`src/rtl/joycon_pkg.sv`:
```
// -----------------------------------------------------------------------------
// joycon_pkg
// Shared definitions for the NES pad poller:
//   - BTN_* : bit index of each button in the 8-bit button vector
//   - state_t : poller FSM state encoding
//   - raw_to_buttons : converts an active-low wire frame to active-high buttons
// -----------------------------------------------------------------------------
package joycon_pkg;

    localparam int BTN_A      = 0;
    localparam int BTN_B      = 1;
    localparam int BTN_SELECT = 2;
    localparam int BTN_START  = 3;
    localparam int BTN_UP     = 4;
    localparam int BTN_DOWN   = 5;
    localparam int BTN_LEFT   = 6;
    localparam int BTN_RIGHT  = 7;

    typedef enum logic [2:0] {
        ST_IDLE   = 3'd0,
        ST_LATCH  = 3'd1,
        ST_SETTLE = 3'd2,
        ST_CLK_HI = 3'd3,
        ST_CLK_LO = 3'd4,
        ST_COMMIT = 3'd5
    } state_t;

    // The pad pulls a line low for a pressed button.
    function automatic logic [7:0] raw_to_buttons(input logic [7:0] raw);
        return ~raw;
    endfunction

endpackage

```
`src/rtl/joycon_sync2.sv`:
```
// -----------------------------------------------------------------------------
// sync2
// Two-flop synchroniser for a single asynchronous input.
// Ports:
//   i_clk   : destination clock
//   i_rst_n : asynchronous reset, active-low (flops reset to 1 = line idle high)
//   i_d     : asynchronous input
//   o_q     : synchronised output
// -----------------------------------------------------------------------------
module sync2 (
    input  logic i_clk,
    input  logic i_rst_n,
    input  logic i_d,
    output logic o_q
);

    logic r_meta;
    logic r_sync;

    always_ff @(posedge i_clk or negedge i_rst_n) begin
        if (!i_rst_n) begin
            r_meta <= 1'b1;
            r_sync <= 1'b1;
        end else begin
            r_meta <= i_d;
            r_sync <= r_meta;
        end
    end

    assign o_q = r_sync;

endmodule

```
`src/rtl/joycon_poller.sv`:
```
// -----------------------------------------------------------------------------
// joycon_poller
// Periodically reads an NES pad (CD4021 parallel-in/serial-out register):
// strobes pad_latch, then clocks out 8 active-low bits on pad_clk while sampling
// the synchronised pad_data, and commits an active-high button vector.
// With DEBOUNCE=1 a frame is committed only if it equals the previous frame.
// Ports:
//   clk           : system clock
//   rst           : asynchronous reset, active-low
//   poll_en       : 1 = polling enabled
//   pad_data      : serial data from the pad (async, active-low)
//   pad_latch     : parallel-load strobe to the pad
//   pad_clk       : shift clock to the pad
//   buttons[7:0]  : committed button state, 1 = pressed (A,B,Sel,Start,U,D,L,R)
//   buttons_valid : one-cycle pulse when buttons is (re)committed
//   busy          : high while a frame is in progress
// -----------------------------------------------------------------------------
module joycon_poller
    import joycon_pkg::*;
#(
    parameter int POLL_DIV     = 200000,
    parameter int LATCH_CYCLES = 12,
    parameter int HALF_PERIOD  = 6,
    parameter int DEBOUNCE     = 1
) (
    input  logic       clk,
    input  logic       rst,
    input  logic       poll_en,
    input  logic       pad_data,
    output logic       pad_latch,
    output logic       pad_clk,
    output logic [7:0] buttons,
    output logic       buttons_valid,
    output logic       busy
);

    localparam int PC_W   = (POLL_DIV > 1) ? $clog2(POLL_DIV) : 1;
    localparam int PH_MAX = (LATCH_CYCLES > HALF_PERIOD) ? LATCH_CYCLES : HALF_PERIOD;
    localparam int PH_W   = $clog2(PH_MAX) + 1;

    localparam logic [PC_W-1:0] POLL_LAST  = PC_W'(POLL_DIV - 1);
    localparam logic [PH_W-1:0] LATCH_LAST = PH_W'(LATCH_CYCLES - 1);
    localparam logic [PH_W-1:0] HALF_LAST  = PH_W'(HALF_PERIOD - 1);

    logic             w_sync_data;
    logic             w_phase_done;

    state_t           r_state;
    logic [PC_W-1:0]  r_poll_cnt;
    logic [PH_W-1:0]  r_phase;
    logic [2:0]       r_bit_cnt;
    logic [7:0]       r_shift;      // current frame, raw active-low
    logic [7:0]       r_prev;       // previous frame, raw active-low
    logic [7:0]       r_buttons;
    logic             r_valid;
    logic             r_latch;
    logic             r_clk;
    logic             r_busy;

    sync2 u_sync (
        .i_clk   (clk),
        .i_rst_n (rst),
        .i_d     (pad_data),
        .o_q     (w_sync_data)
    );

    // One phase counter serves every timed state; only LATCH has its own length.
    assign w_phase_done = (r_state == ST_LATCH) ? (r_phase == LATCH_LAST)
                                                : (r_phase == HALF_LAST);

    // Poll period counter: cleared whenever polling is off so that re-enabling
    // always waits a full period before the first frame.
    always_ff @(posedge clk or negedge rst) begin
        if (!rst) begin
            r_poll_cnt <= '0;
        end else if (!poll_en) begin
            r_poll_cnt <= '0;
        end else if (r_poll_cnt == POLL_LAST) begin
            r_poll_cnt <= '0;
        end else begin
            r_poll_cnt <= r_poll_cnt + 1'b1;
        end
    end

    // Frame FSM. Outputs are updated on the same edge as the state they belong
    // to, so pad_latch/pad_clk/busy track the state without combinational decode.
    always_ff @(posedge clk or negedge rst) begin
        if (!rst) begin
            r_state   <= ST_IDLE;
            r_phase   <= '0;
            r_bit_cnt <= 3'd0;
            r_shift   <= 8'hFF;
            r_prev    <= 8'hFF;
            r_buttons <= 8'h00;
            r_valid   <= 1'b0;
            r_latch   <= 1'b0;
            r_clk     <= 1'b0;
            r_busy    <= 1'b0;
        end else begin
            r_valid <= 1'b0;
            r_phase <= r_phase + 1'b1;
            case (r_state)
                ST_IDLE: begin
                    r_phase <= '0;
                    // poll_en is only consulted here: a running frame always finishes.
                    if (poll_en && (r_poll_cnt == POLL_LAST)) begin
                        r_state <= ST_LATCH;
                        r_latch <= 1'b1;
                        r_busy  <= 1'b1;
                    end
                end
                ST_LATCH: begin
                    if (w_phase_done) begin
                        r_state <= ST_SETTLE;
                        r_latch <= 1'b0;
                        r_phase <= '0;
                    end
                end
                ST_SETTLE: begin
                    // The 4021 presents bit0 right after the load, before any clock.
                    if (w_phase_done) begin
                        r_shift[0] <= w_sync_data;
                        r_bit_cnt  <= 3'd1;
                        r_state    <= ST_CLK_HI;
                        r_clk      <= 1'b1;
                        r_phase    <= '0;
                    end
                end
                ST_CLK_HI: begin
                    if (w_phase_done) begin
                        r_state <= ST_CLK_LO;
                        r_clk   <= 1'b0;
                        r_phase <= '0;
                    end
                end
                ST_CLK_LO: begin
                    // Sampling at the end of the low half leaves a full half-period
                    // for the shifted bit to pass the synchroniser.
                    if (w_phase_done) begin
                        r_shift[r_bit_cnt] <= w_sync_data;
                        r_phase            <= '0;
                        if (r_bit_cnt == 3'd7) begin
                            r_state <= ST_COMMIT;
                        end else begin
                            r_bit_cnt <= r_bit_cnt + 1'b1;
                            r_state   <= ST_CLK_HI;
                            r_clk     <= 1'b1;
                        end
                    end
                end
                ST_COMMIT: begin
                    if ((DEBOUNCE == 0) || (r_shift == r_prev)) begin
                        r_buttons <= raw_to_buttons(r_shift);
                        r_valid   <= 1'b1;
                    end
                    r_prev    <= r_shift;
                    r_bit_cnt <= 3'd0;
                    r_busy    <= 1'b0;
                    r_state   <= ST_IDLE;
                end
                default: begin
                    r_state <= ST_IDLE;
                    r_latch <= 1'b0;
                    r_clk   <= 1'b0;
                    r_busy  <= 1'b0;
                end
            endcase
        end
    end

    assign pad_latch     = r_latch;
    assign pad_clk       = r_clk;
    assign buttons       = r_buttons;
    assign buttons_valid = r_valid;
    assign busy          = r_busy;

endmodule

```
`config.mk`:
```
export PLATFORM = sky130hd
export DESIGN_NAME = joycon_poller
export DESIGN_NICKNAME = d
export VERILOG_FILES = /design/src/rtl/joycon_pkg.sv /design/src/rtl/joycon_sync2.sv /design/src/rtl/joycon_poller.sv
export SDC_FILE = /design/constraint.sdc
export NUM_CORES = 1
export LEC_CHECK = 0
export BUFFER_PORTS_ARGS = -buffer_cell sky130_fd_sc_hd__buf_2
export CORE_AREA = 2 2 77 79
export CTS_BUF_LIST = sky130_fd_sc_hd__clkbuf_16
export DETAILED_ROUTE_END_ITERATION = 16
export DIE_AREA = 0 0 79 81
export GPL_TIMING_DRIVEN = 0
export HOLD_SLACK_MARGIN = 0.1
export PLACE_DENSITY = 0.74
export SLEW_MARGIN = 20
export SYNTH_ARGS = -nofsm -noshare
export SYNTH_HDL_FRONTEND = slang
export SYNTH_HIERARCHICAL = 1
export SYNTH_SLANG_ARGS = --single-unit
```
`constraint.sdc`:
```
create_clock -name clk -period 1.72 [get_ports clk]
set_input_delay 0 -clock clk [delete_from_list [all_inputs] [get_ports clk]]
set_output_delay 0 -clock clk [all_outputs]
set_load 0.005 [all_outputs]
```
Word-level counts from Yosys, hierarchy flattened --
Cells that the tools add are included.
Storage, ports and cells: flip-flop bits (word level) 59, logic and storage cells 87
Operators by class: magnitude comparators 2, muxes and demuxes 32, bitwise operators 4, reductions and logical operators 16, equality and inequality tests 16, add/sub/neg operators 3
Operators by type and width (count):
- $mux 18 | 2
- $mux 3 | 9
- $add 18x1->18 const B | 1
- $eq 18x18->1 const B | 1
- $pmux 3 s5 | 1
- $ne 2x2->1 const B | 6
- $mux 1 | 11
- $pmux 5 s2 | 1
- $reduce_and 5->1 | 2
- $eq 3x3->1 const B | 3
- $pmux 3 s3 | 1
- $bwmux 8 | 1
- $eq 8x8->1 | 1
- $not 8->8 | 1
- $reduce_or 4->1 | 2
- $eq 3x2->1 const B | 2
- $reduce_and 2->1 | 3
- $reduce_and 3->1 | 2
- $add 5x1->5 const B | 1
- $eq 5x3->1 const B | 1
- $eq 5x4->1 const B | 1
- $mux 5 | 1
- $lt 3x4->1 const B | 1
- $pmux 1 s2 | 2
- other kinds (13) | 16

Logic depth before layout (Yosys ltp) --
word-level depth 7, depth in mapped cells 8, gate-level depth less buffers 6

By module --
Netlist, hierarchy kept.
By module, submodules not included:
- joycon_poller | instances 1, seq. area each 1446.4 um^2, cells an instance 268, area each 2936.6 um^2
- sync2 | instances 1, seq. area each 52.6 um^2, cells an instance 2, area each 52.6 um^2

Least setup slack after synthesis --
OpenSTA, ideal clock, no wires.
kind reg-to-reg, from reg r_state[0], to reg r_shift[6], cell stages (with the launch flop) 6, setup time 0.082 ns, arrival 1.648 ns, path buffers 1, period minus slack after synthesis 1.730 ns, slack -0.010 ns, cell sequence dfrtp_1 buf_4 or3b_2 nor2_1 nor4b_2 mux2_2
On the way: cells in the longest elaborated chain, start to end 3
RTL lines:
- from (decl) | RTL line joycon_poller.sv:48 | state_t r_state;
- from (signal assigned) | RTL line joycon_poller.sv:89 | r_state <= ST_IDLE;
- from (signal assigned) | RTL line joycon_poller.sv:107 | r_state <= ST_LATCH;
- from (signal assigned) | RTL line joycon_poller.sv:114 | r_state <= ST_SETTLE;
- $eq 3x1->1 | RTL line joycon_poller.sv:68 | assign w_phase_done = (r_state == ST_LATCH) ? (r_phase == LATCH_LAST)
- $mux 1 | RTL line joycon_poller.sv:68
- $reduce_and 2->1 (no line) *
- to (signal, indexed assignment) | RTL line joycon_poller.sv:140 | r_shift[r_bit_cnt] <= w_sync_data;
- to (decl) | RTL line joycon_poller.sv:52 | logic [7:0] r_shift;
Mark *: on every way between the ends. The rest lies on a longest branch, timed or not. A chain may end at the register's enable or synchronous reset.

Worst setup path in the final report --
from reg r_state[1], to reg r_state[0]
On the way: cells in the longest elaborated chain, start to end 4
RTL lines (RTL line):
- $eq 3x1->1 | joycon_poller.sv:68, joycon_poller.sv:102
- $mux 1 | joycon_poller.sv:68
- $ne 2x2->1 (no line)
- $reduce_and 5->1 (no line)
Several ways; a longest one is shown, not always the timed one.

==> flow_summary.json <==
{
  "violations": "setup timing",
  "fp.dieH_um": 81,
  "cts.sinks": 59,
  "endpoint_kind": "flop",
  "grt_max_degree": 60,
  "status": "finished, violations left",
  "finalSetupViolCount": 27,
  "fin_hold_ws_ps": 268,
  "timing.final.crit_share": 1.04,
  "cts_made_buffers": 9,
  "syn_avg_cell_area_sq_um": 11.1,
  "syn_inst": 270,
  "async_flop_share": 1.00,
  "synth_area_sq_um": 2990,
  "synth_edf_count": 0,
  "ys_seq_area_frac": 0.501,
  "vias_per_cell": 5.73,
  "initial_core_util": 0.527,
  "rsz0062_at_grt": "yes",
  "antenna_found_initial": 0,
  "drcViolationCount": 0,
  "hold_viol_final": 0,
  "layout_min_cycle_time_ps": 1780,
  "ioPinCount": 16,
  "crit_family": "multiplexers",
  "rows": 28,
  "clock_latency_ps": 330,
  "syn_nets": 278,
  "synth_commonest_cells": "dfrtp_1 (41), dfstp_2 (18), mux2_2 (17), nor2_1 (17)",
  "cp.arrival_ps": 2020,
  "timing.rr.start": "r_state[1]$_DFFE_PN0P_",
  "clk_pin_slew_ps": 60,
  "placed_cell_area_sq_um": 3160,
  "synthDistinctLibCells": 55,
  "worst_pin_slew_ps": 718,
  "design_area_sq_um": 4020,
  "hpwl_mm": 3.79,
  "drv_slew": 0,
  "power_uw": 3420,
  "crit_start": "r_state[1]$_DFFE_PN0P_",
  "synth.most_common_cell": "dfrtp_1",
  "crit_fanout": 8,
  "synthToLayoutAreaGrowth_pct": 34.5,
  "crit_buf_inv": 1,
  "fin_skew_ps": 6.38,
  "ant_nets": 0,
  "final_util": 0.708,
  "grt_pass1_wl_mm": 10.5,
  "post_drt_wl_per_cell_um": 16.3,
  "nNetsFinal": 336,
  "cpPeakStageDelay_ps": 550,
  "htree_levels": 3,
  "setup_ws_ps": -61.7,
  "wl_mm": 6.64,
  "grt_overflow": 0,
  "diodes": 0,
  "cts_tree": "built",
  "path_cells": "nor3b_4, mux2i_4, buf_6, o211ai_1, o2111ai_1",
  "max_cap_violations": 0,
  "slew_headroom": 0.521,
  "leakage_uw": 0.00165,
  "die_w_um": 79,
  "vias": 2336,
  "required_ps": 1960,
  "cts_buffer_depth": 2,
  "ys_top_cells_by_area": "dfrtp_1 (34%), dfstp_2 (16%), mux2_2 (6.4%)",
  "drt_iter0_drc": 179,
  "synth_top_area_cell": "dfrtp_1",
  "timing.fmax_ghz": 0.561,
  "synth_flop_cell": "dfrtp_1",
  "drive_gt1_frac": 0.468,
  "crit_slowest_cell": "mux2i_4",
  "synth_warnings": 6,
  "drt_pass1_iterations": 5,
  "routabilityCongestion": 0.804,
  "power.density_nw_per_um2": 851,
  "ys_ff_latch": 59,
  "grt_pass1_vias": 2248,
  "dieArea_sq_um": 6400,
  "start_kind": "flop",
  "vdd_ir_drop_max_uv": 626,
  "hp-class": "in -> async",
  "cts_root_buffer": "clkbuf_16",
  "core_sq_um": 5680,
  "netlist.area_leader.share": 0.343,
  "crit_type": "reg -> reg",
  "track_usage": 0.215,
  "io_buffers": 15
}
==> what timing repair did <==
action | 4_1_cts | 5_1_grt
hold buffers | 3 | 0
resized for setup | 11 | 64
gates cloned | 1 | 0
endpoints found under the setup margin | 40 | 44
pin swaps | 7 | 14
buffers inserted | 17 | 13
endpoints found under the hold margin | 45 | 0
==> cell usage in the layout (no fill, tap or decap), drive strengths merged, types with 2 or more instances in the layout <==
cell type / n
a32o: 2
dfrtp: 41
o31ai: 2
o211ai: 2
or4: 3
and2: 4
xnor2: 14
mux2i: 9
o21ai: 7
nand3: 10
mux2: 17
nor2: 17
and4b: 2
nor2b: 4
dlygate4sd3: 3
xor2: 7
clkbuf: 13
ha: 4
a31oi: 3
nand2b: 3
bufinv: 2
nand2: 16
clkinvlp: 2
buf: 50
nor3b: 7
or3: 5
a21oi: 11
nor3: 4
clkinv: 3
and3: 4
o22ai: 2
inv: 13
nand4: 11
nor4: 6
dfstp: 18
==> layout make-up <==
type                            count  area, sq um
Fill cell                         403         1660
Multi-Input combinational cell    188         1620
Sequential cell                    59         1510
Timing Repair Buffer               48          359
Inverter                           13         48.8
Clock inverter                      7         92.6
Clock buffer                        9          225
Buffer                              9         66.3
Tap cell                           75         93.8
==> worst register-to-register path: stages (launching register included) <==
cell       delay (ps)
dfrtp_2           460
nor3b_4           310
mux2i_4           550
buf_6             180
o211ai_1           90
o2111ai_1         110
==> layer usage <==
layer / vias up / GRT usage / share of wire
li1: 1099 / - / -
met1: 1155 / 0.279 / 0.44
met2: 66 / 0.342 / 0.49
met3: 16 / 0.0533 / 0.041
met4: 0 / 0.0983 / 0.027
met5: - / 0 / 0
==> per-stage QoR <==
step	setup slack, ps	cells	setup TNS [ps]
global route	-151	408	-3580
CTS	-140	396	-355
finish	-61.7	408	-1090
detailed placement	-230	360	-5180
global placement	-221	360	-4450
floorplan	9.34	270	0
==> report_power, final <==
group          internal [uW]  switching (uW)
Sequential              1410            15.4
Clock                   1260             635
Combinational           45.1            58.0
==> sequential cells by signal (all words and copies together), names as in the netlist <==
| signal | count |
|---|---|
| r_phase | 5 |
| pad_clk | 1 |
| r_state | 3 |
| u_sync/o_q | 1 |
| buttons | 8 |
| buttons_valid | 1 |
| r_bit_cnt | 3 |
| r_shift | 8 |
| u_sync/r_meta | 1 |
| pad_latch | 1 |
| r_poll_cnt | 18 |
| r_prev | 8 |
| busy | 1 |
==> final timing paths <==
check	depth (start not counted)	slack [ps]	to
worst max-delay path	5	-60	r_state[0]$_DFFE_PN0P_
worst min-delay path	2	270	r_poll_cnt[15]$_DFF_PN0_
worst max register to register	5	-60	r_state[0]$_DFFE_PN0P_
worst min register to register	0	350	u_sync/o_q$_DFF_PN1_
max in group asynchronous	2	930	r_phase[3]$_DFF_PN0_
min in group clk	2	340	u_sync/r_meta$_DFF_PN1_
==> cell families after synthesis <==
family          share of synthesized area
fa+ha+maj                          0.0167
xor+xnor                           0.0615
mux                                0.0954
simple gates                        0.211
compound gates                     0.0800
buf+inv                            0.0343
flops                               0.501
Power figures use the tool's default switching activity.
